## src/rtl/mem_arb_pkg.sv

```systemverilog
// Shared types and constants for the two-port memory arbiter.
package mem_arb_pkg;

  localparam int ADDR_W = 32;
  localparam int DATA_W = 32;

  localparam logic PORT_CPU = 1'b0;
  localparam logic PORT_DMA = 1'b1;

  typedef enum logic [1:0] {
    IDLE   = 2'd0,
    ACCESS = 2'd1,
    RESP   = 2'd2
  } state_e;

  function automatic logic other_port(input logic port);
    return ~port;
  endfunction

endpackage

```

## src/rtl/mem_arbiter_if.sv

```systemverilog
// Requester, response and shared-memory signals of the arbiter, grouped into one bundle.
interface mem_arbiter_if;
  import mem_arb_pkg::*;

  logic              iReq0;
  logic              iReq1;
  logic              iWe0;
  logic              iWe1;
  logic [ADDR_W-1:0] iAddr0;
  logic [ADDR_W-1:0] iAddr1;
  logic [DATA_W-1:0] iWData0;
  logic [DATA_W-1:0] iWData1;
  logic [DATA_W-1:0] oRData0;
  logic [DATA_W-1:0] oRData1;
  logic              oAck0;
  logic              oAck1;
  logic [ADDR_W-1:0] oMemAddr;
  logic [DATA_W-1:0] oMemData;
  logic              oMemRead;
  logic              oMemWrite;
  logic [DATA_W-1:0] iMemData;
  logic              oBusy;
  logic              oOwner;

  modport slave (
    input  iReq0, iReq1, iWe0, iWe1, iAddr0, iAddr1, iWData0, iWData1, iMemData,
    output oRData0, oRData1, oAck0, oAck1, oMemAddr, oMemData, oMemRead, oMemWrite,
           oBusy, oOwner
  );

  modport master (
    output iReq0, iReq1, iWe0, iWe1, iAddr0, iAddr1, iWData0, iWData1, iMemData,
    input  oRData0, oRData1, oAck0, oAck1, oMemAddr, oMemData, oMemRead, oMemWrite,
           oBusy, oOwner
  );

endinterface

```

## src/rtl/arb_select2.sv

```systemverilog
// Two-way grant selection: contention goes to the port not served last.
// With the pointer tied to PORT_DMA this degenerates to fixed priority for port 0.
module arb_select2
  import mem_arb_pkg::*;
(
  input  logic req0,
  input  logic req1,
  input  logic last,
  output logic grant,
  output logic valid
);

  // Winner selection for the current request pair
  always_comb begin
    grant = PORT_CPU;
    valid = req0 | req1;
    if (req0 && req1) begin
      grant = other_port(last);
    end else if (req1) begin
      grant = PORT_DMA;
    end else begin
      grant = PORT_CPU;
    end
  end

endmodule

```

## src/rtl/mem_arbiter.sv

```systemverilog
// Two-port memory arbiter: IDLE -> ACCESS (one strobe cycle) -> RESP (ack pulse).
// Define MEM_ARB_RR_EN for round-robin contention; default build is fixed priority (port 0).
module mem_arbiter
  import mem_arb_pkg::*;
(
  input  logic          iClk,
  input  logic          iRst,
  mem_arbiter_if.slave  bus
);

  state_e            state_q;
  logic              owner_q;
  logic              we_q;
  logic [ADDR_W-1:0] mem_addr_q;
  logic [DATA_W-1:0] mem_data_q;
  logic              mem_rd_q;
  logic              mem_wr_q;
  logic              ack0_q;
  logic              ack1_q;
  logic [DATA_W-1:0] rdata0_q;
  logic [DATA_W-1:0] rdata1_q;
  logic              busy_q;

  logic              grant_s;
  logic              grant_valid_s;
  logic              last_s;
  logic              win_we_s;
  logic [ADDR_W-1:0] win_addr_s;
  logic [DATA_W-1:0] win_wdata_s;

  arb_select2 u_sel (
    .req0  (bus.iReq0),
    .req1  (bus.iReq1),
    .last  (last_s),
    .grant (grant_s),
    .valid (grant_valid_s)
  );

`ifdef MEM_ARB_RR_EN
  logic last_q;

  // Round-robin pointer: remembers the port granted most recently
  always_ff @(posedge iClk) begin
    if (iRst) begin
      last_q <= PORT_DMA;
    end else if ((state_q == IDLE) && grant_valid_s) begin
      last_q <= grant_s;
    end else begin
      last_q <= last_q;
    end
  end

  assign last_s = last_q;
`else
  assign last_s = PORT_DMA;
`endif

  // Operands of the winning requester
  always_comb begin
    win_we_s    = bus.iWe0;
    win_addr_s  = bus.iAddr0;
    win_wdata_s = bus.iWData0;
    if (grant_s == PORT_DMA) begin
      win_we_s    = bus.iWe1;
      win_addr_s  = bus.iAddr1;
      win_wdata_s = bus.iWData1;
    end else begin
      win_we_s    = bus.iWe0;
      win_addr_s  = bus.iAddr0;
      win_wdata_s = bus.iWData0;
    end
  end

  // Transaction FSM; every output is a register updated here
  always_ff @(posedge iClk) begin
    if (iRst) begin
      state_q    <= IDLE;
      owner_q    <= 1'b0;
      we_q       <= 1'b0;
      mem_addr_q <= {ADDR_W{1'b0}};
      mem_data_q <= {DATA_W{1'b0}};
      mem_rd_q   <= 1'b0;
      mem_wr_q   <= 1'b0;
      ack0_q     <= 1'b0;
      ack1_q     <= 1'b0;
      rdata0_q   <= {DATA_W{1'b0}};
      rdata1_q   <= {DATA_W{1'b0}};
      busy_q     <= 1'b0;
    end else begin
      case (state_q)
        IDLE: begin
          ack0_q <= 1'b0;
          ack1_q <= 1'b0;
          if (grant_valid_s) begin
            state_q    <= ACCESS;
            owner_q    <= grant_s;
            we_q       <= win_we_s;
            mem_addr_q <= win_addr_s;
            mem_data_q <= win_wdata_s;
            mem_rd_q   <= ~win_we_s;
            mem_wr_q   <= win_we_s;
            busy_q     <= 1'b1;
          end else begin
            state_q  <= IDLE;
            mem_rd_q <= 1'b0;
            mem_wr_q <= 1'b0;
            busy_q   <= 1'b0;
          end
        end
        ACCESS: begin
          state_q  <= RESP;
          mem_rd_q <= 1'b0;
          mem_wr_q <= 1'b0;
          // Memory data is sampled at the edge closing the strobe cycle
          if (owner_q == PORT_DMA) begin
            ack1_q <= 1'b1;
            if (!we_q) begin
              rdata1_q <= bus.iMemData;
            end
          end else begin
            ack0_q <= 1'b1;
            if (!we_q) begin
              rdata0_q <= bus.iMemData;
            end
          end
        end
        RESP: begin
          state_q <= IDLE;
          ack0_q  <= 1'b0;
          ack1_q  <= 1'b0;
          busy_q  <= 1'b0;
        end
        default: begin
          state_q  <= IDLE;
          mem_rd_q <= 1'b0;
          mem_wr_q <= 1'b0;
          ack0_q   <= 1'b0;
          ack1_q   <= 1'b0;
          busy_q   <= 1'b0;
        end
      endcase
    end
  end

  assign bus.oRData0   = rdata0_q;
  assign bus.oRData1   = rdata1_q;
  assign bus.oAck0     = ack0_q;
  assign bus.oAck1     = ack1_q;
  assign bus.oMemAddr  = mem_addr_q;
  assign bus.oMemData  = mem_data_q;
  assign bus.oMemRead  = mem_rd_q;
  assign bus.oMemWrite = mem_wr_q;
  assign bus.oBusy     = busy_q;
  assign bus.oOwner    = owner_q;

endmodule
```

## src/flat_wrapper.sv

```systemverilog
// flat-port wrapper written by rule: the top's interface ports become plain ports
module mem_arbiter_flat import mem_arb_pkg::*;
  (iClk, iRst, bus_iReq0, bus_iReq1, bus_iWe0, bus_iWe1, bus_iAddr0, bus_iAddr1, bus_iWData0, bus_iWData1, bus_iMemData, bus_oRData0, bus_oRData1, bus_oAck0, bus_oAck1, bus_oMemAddr, bus_oMemData, bus_oMemRead, bus_oMemWrite, bus_oBusy, bus_oOwner);
  mem_arbiter_if bus_i ();
  input  logic iClk;
  input  logic iRst;
  input wire logic [$bits(bus_i.iReq0)-1:0] bus_iReq0;
  input wire logic [$bits(bus_i.iReq1)-1:0] bus_iReq1;
  input wire logic [$bits(bus_i.iWe0)-1:0] bus_iWe0;
  input wire logic [$bits(bus_i.iWe1)-1:0] bus_iWe1;
  input wire logic [$bits(bus_i.iAddr0)-1:0] bus_iAddr0;
  input wire logic [$bits(bus_i.iAddr1)-1:0] bus_iAddr1;
  input wire logic [$bits(bus_i.iWData0)-1:0] bus_iWData0;
  input wire logic [$bits(bus_i.iWData1)-1:0] bus_iWData1;
  input wire logic [$bits(bus_i.iMemData)-1:0] bus_iMemData;
  output wire logic [$bits(bus_i.oRData0)-1:0] bus_oRData0;
  output wire logic [$bits(bus_i.oRData1)-1:0] bus_oRData1;
  output wire logic [$bits(bus_i.oAck0)-1:0] bus_oAck0;
  output wire logic [$bits(bus_i.oAck1)-1:0] bus_oAck1;
  output wire logic [$bits(bus_i.oMemAddr)-1:0] bus_oMemAddr;
  output wire logic [$bits(bus_i.oMemData)-1:0] bus_oMemData;
  output wire logic [$bits(bus_i.oMemRead)-1:0] bus_oMemRead;
  output wire logic [$bits(bus_i.oMemWrite)-1:0] bus_oMemWrite;
  output wire logic [$bits(bus_i.oBusy)-1:0] bus_oBusy;
  output wire logic [$bits(bus_i.oOwner)-1:0] bus_oOwner;
  assign bus_i.iReq0 = bus_iReq0;
  assign bus_i.iReq1 = bus_iReq1;
  assign bus_i.iWe0 = bus_iWe0;
  assign bus_i.iWe1 = bus_iWe1;
  assign bus_i.iAddr0 = bus_iAddr0;
  assign bus_i.iAddr1 = bus_iAddr1;
  assign bus_i.iWData0 = bus_iWData0;
  assign bus_i.iWData1 = bus_iWData1;
  assign bus_i.iMemData = bus_iMemData;
  assign bus_oRData0 = bus_i.oRData0;
  assign bus_oRData1 = bus_i.oRData1;
  assign bus_oAck0 = bus_i.oAck0;
  assign bus_oAck1 = bus_i.oAck1;
  assign bus_oMemAddr = bus_i.oMemAddr;
  assign bus_oMemData = bus_i.oMemData;
  assign bus_oMemRead = bus_i.oMemRead;
  assign bus_oMemWrite = bus_i.oMemWrite;
  assign bus_oBusy = bus_i.oBusy;
  assign bus_oOwner = bus_i.oOwner;
  mem_arbiter u_core (.iClk(iClk), .iRst(iRst), .bus(bus_i));
endmodule
```

## config.mk

```make
export PLATFORM = sky130hd
export DESIGN_NAME = mem_arbiter_flat
export DESIGN_NICKNAME = d
export VERILOG_FILES = /design/src/rtl/mem_arb_pkg.sv /design/src/rtl/mem_arbiter_if.sv /design/src/rtl/arb_select2.sv /design/src/rtl/mem_arbiter.sv /design/src/flat_wrapper.sv
export SDC_FILE = /design/constraint.sdc
export NUM_CORES = 1
export LEC_CHECK = 0
export ABC_AREA = 1
export BUFFER_PORTS_ARGS = -buffer_cell sky130_fd_sc_hd__buf_2
export CORE_AREA = 2 2 121 123
export CTS_BUF_LIST = sky130_fd_sc_hd__clkbuf_16
export CTS_CLUSTER_DIAMETER = 80
export DETAILED_ROUTE_END_ITERATION = 8
export DIE_AREA = 0 0 123 125
export GPL_TIMING_DRIVEN = 0
export PLACE_DENSITY = 0.75
export SLEW_MARGIN = 0
export SYNTH_ARGS = -nofsm -noshare
export SYNTH_HDL_FRONTEND = slang
export SYNTH_HIERARCHICAL = 1
export SYNTH_SLANG_ARGS = --single-unit
```

## constraint.sdc

```tcl
create_clock -name iClk -period 2.4 [get_ports iClk]
set_input_delay 0 -clock iClk [delete_from_list [all_inputs] [get_ports iClk]]
set_output_delay 0 -clock iClk [all_outputs]
set_load 0.02 [all_outputs]
```

==> metrics.yaml <==
outcome: "finished, final reports clean"
postRouteAntennaNets: 0
grt_pass1_wl_mm: 37.3
most-common-layout-cells: "nand2_1 (396), buf_2 (338), dlygate4sd3_1 (161)"
grt_pass1_vias: 7836
slew_violations: 0
gp_congestion: 0.854
dpl.cell_count: 1401
p_int_mw: 4.74
die_h_um: 125
synth_top_area_cell: "dfxtp_1"
fin_crit_ns: 1.60
clkPwrFrac: 0.379
setup-tns-final_ns: 0
dr.pass1.iters: 7
postCtsHoldBufs: 161
crit_fanout: 10
start_kind: "primary input"
fin_cells: 1595
dieArea_um2: 15400
hold_violations: 0
core-area_um2: 14200
grt_max_degree: 17
yosysTopAreaCellShare: 0.458
cp.arrival_ns: 1.94
p_sw_mw: 2.03
irDropWorstVdd_mv: 0.510
dp_hpwl_mm: 14.9
post-cts-setup-buffer-count: 0
drive_gt1_frac: 0.268
maxSlewHeadroom: 0.654
setup_violations: 0
maxCapViolCount: 0
max_freq_ghz: 0.626
seq_area_frac_synth: 0.458
n_fill_cell: 1084
cts_buffers: 17
detail_route.iter0.violations: 550
syn-instance-count: 918
syn_avg_cell_area_um2: 6.52
numClockSinks: 137
clock_latency_ns: 0.42
cts-root-buf: "clkbuf_16"
cts_tree: "done"
grtUsageTotal: 0.309
overflow: 0
crit_required_ns: 2.74
io_pins: 300
final_common_cell: "nand2_1"
comb_power_share: 0.244
ys_ff_latch: 137
viasPerCell: 4.97
worstSetupPathType: "in -> reg"
ys_types: 18
synthTopCellsByArea: "dfxtp_1 (46%), nand2_1 (25%), a21oi_1 (8.2%), nor2_1 (6.5%), nand3_1 (5.5%)"
swShare: 0.299
yosysWarnings: 6
hp-class: "in -> reg"
start_util: 0.421
rsz0062_at_grt: "false"
vias: 7920
fin_crit_sh: 0.666
rows: 44
portBuffers: 299
synth_area_um2: 5980
wl_per_cell_um: 15.0
tightest_slew_ns: 0.519
area_growth_pct: 65.3
p_leak_nw: 5.25
antenna_found_initial: 0
htreeDepth: 4
fin_nets: 1563
remaining_drc_errors: 0
die_w_um: 123
seqPwrFrac: 0.377
cts_max_path_buffers: 2
p_per_area_nw_per_um2: 684
skew_ns: 0.00700
crit_path_end_kind: "flop"
syn-num-nets: 1084
ctsResizeCount: 0
cts.clk_slew.worst_paths_ns: 0.06
wl_mm: 23.9
==> metal layers <==
metal,global-route usage,up-vias,part of all wire
met4,0.217,0,0.064
met3,0.0830,121,0.072
met2,0.528,440,0.49
met5,0,-,0
met1,0.323,3554,0.38
li1,-,3805,-
==> critical path, cell delays in order <==
cell	delay (ns)
buf_2	0.11
a21oi_1	0.28
buf_2	0.31
buf_2	0.26
nand2_1	0.09
nand2_1	0.09
dlygate4sd3_1	0.56
nand2_1	0.07
a21oi_1	0.15
==> through the flow <==
| step | util | area [µm²] | power [mW] | setup slack (ns) | hold slack (ns) |
|---|---|---|---|---|---|
| final | 0.697 | 9890 | 6.77 | 0.802 | 0.0106 |
| after global routing | 0.696 | 9890 | 7.08 | 0.750 | 0.0204 |
| after CTS | 0.696 | 9890 | 6.73 | 0.953 | 0.00410 |
| after detailed placement | 0.543 | 7710 | 3.93 | 0.972 | 0.343 |
| after global placement | 0.543 | 7710 | 3.92 | 0.990 | 0.339 |
| after floorplan | - | 5980 | 3.42 | 1.16 | 0.231 |
==> logic make-up (layout without fill, tap and decap cells) <==
group | after synthesis | count (layout) | synth area share
other cells | 1 | 2 | 0.000627
simple gates | 572 | 572 | 0.375
compound gates | 100 | 100 | 0.0836
flops | 137 | 137 | 0.458
buf+inv | 108 | 600 | 0.0822
==> Yosys cell counts <==
library cell,number
a21oi_1,98
buf_1,5
buf_2,39
buf_4,6
buf_6,2
clkbuf_1,12
clkinv_1,1
conb_1,1
dfxtp_1,137
inv_1,40
inv_2,3
nand2_1,396
nand3_1,66
nand4_1,1
nor2_1,104
nor2_2,4
o21ai_0,2
or2_1,1
==> sequential cells by signal, indices dropped and copies added (netlist names) <==
signal                flops
u_core/we_q               1
u_core/bus.oMemWrite      1
u_core/bus.oRData1       32
u_core/bus.oMemAddr      32
u_core/bus.oMemRead       1
u_core/state_q            2
u_core/bus.oAck0          1
u_core/bus.oOwner         1
u_core/bus.oMemData      32
u_core/bus.oAck1          1
u_core/bus.oRData0       32
u_core/bus.oBusy          1
==> power by group through the flow <==
stage | combinational [mW] | clock (mW) | sequential, mW
floorplan | 0.623 | 0 | 2.80
global placement | 1.33 | 0 | 2.59
detailed placement | 1.34 | 0 | 2.60
CTS | 1.59 | 2.59 | 2.55
global route | 1.79 | 2.71 | 2.57
finish | 1.65 | 2.56 | 2.55
==> layout make-up <==
class,count,area [µm²],area share
timing repair buffer,460,3110,0.314
multi-input combinational,673,2750,0.278
sequential,137,2740,0.277
clock buffer,17,425,0.0430
buffer,64,327,0.0330
tap,184,230,0.0233
inverter,44,165,0.0167
clock inverter,15,144,0.0145
antenna,1,2.50,0.000253
==> path summary, 6_finish.rpt <==
check	startpoint	endpoint	slack, ns	cells after the start
worst max-delay path	bus_iReq0	u_core/bus.oMemData[24]	0.80	9
worst max register to register	u_core/state_q[0]	u_core/bus.oRData1[5]	0.95	6
worst min register to register	u_core/bus.oBusy	u_core/bus.oBusy	0.45	2
worst min-delay path	iRst	u_core/bus.oMemAddr[13]	0.01	3
Power figures use the tool's default switching activity.
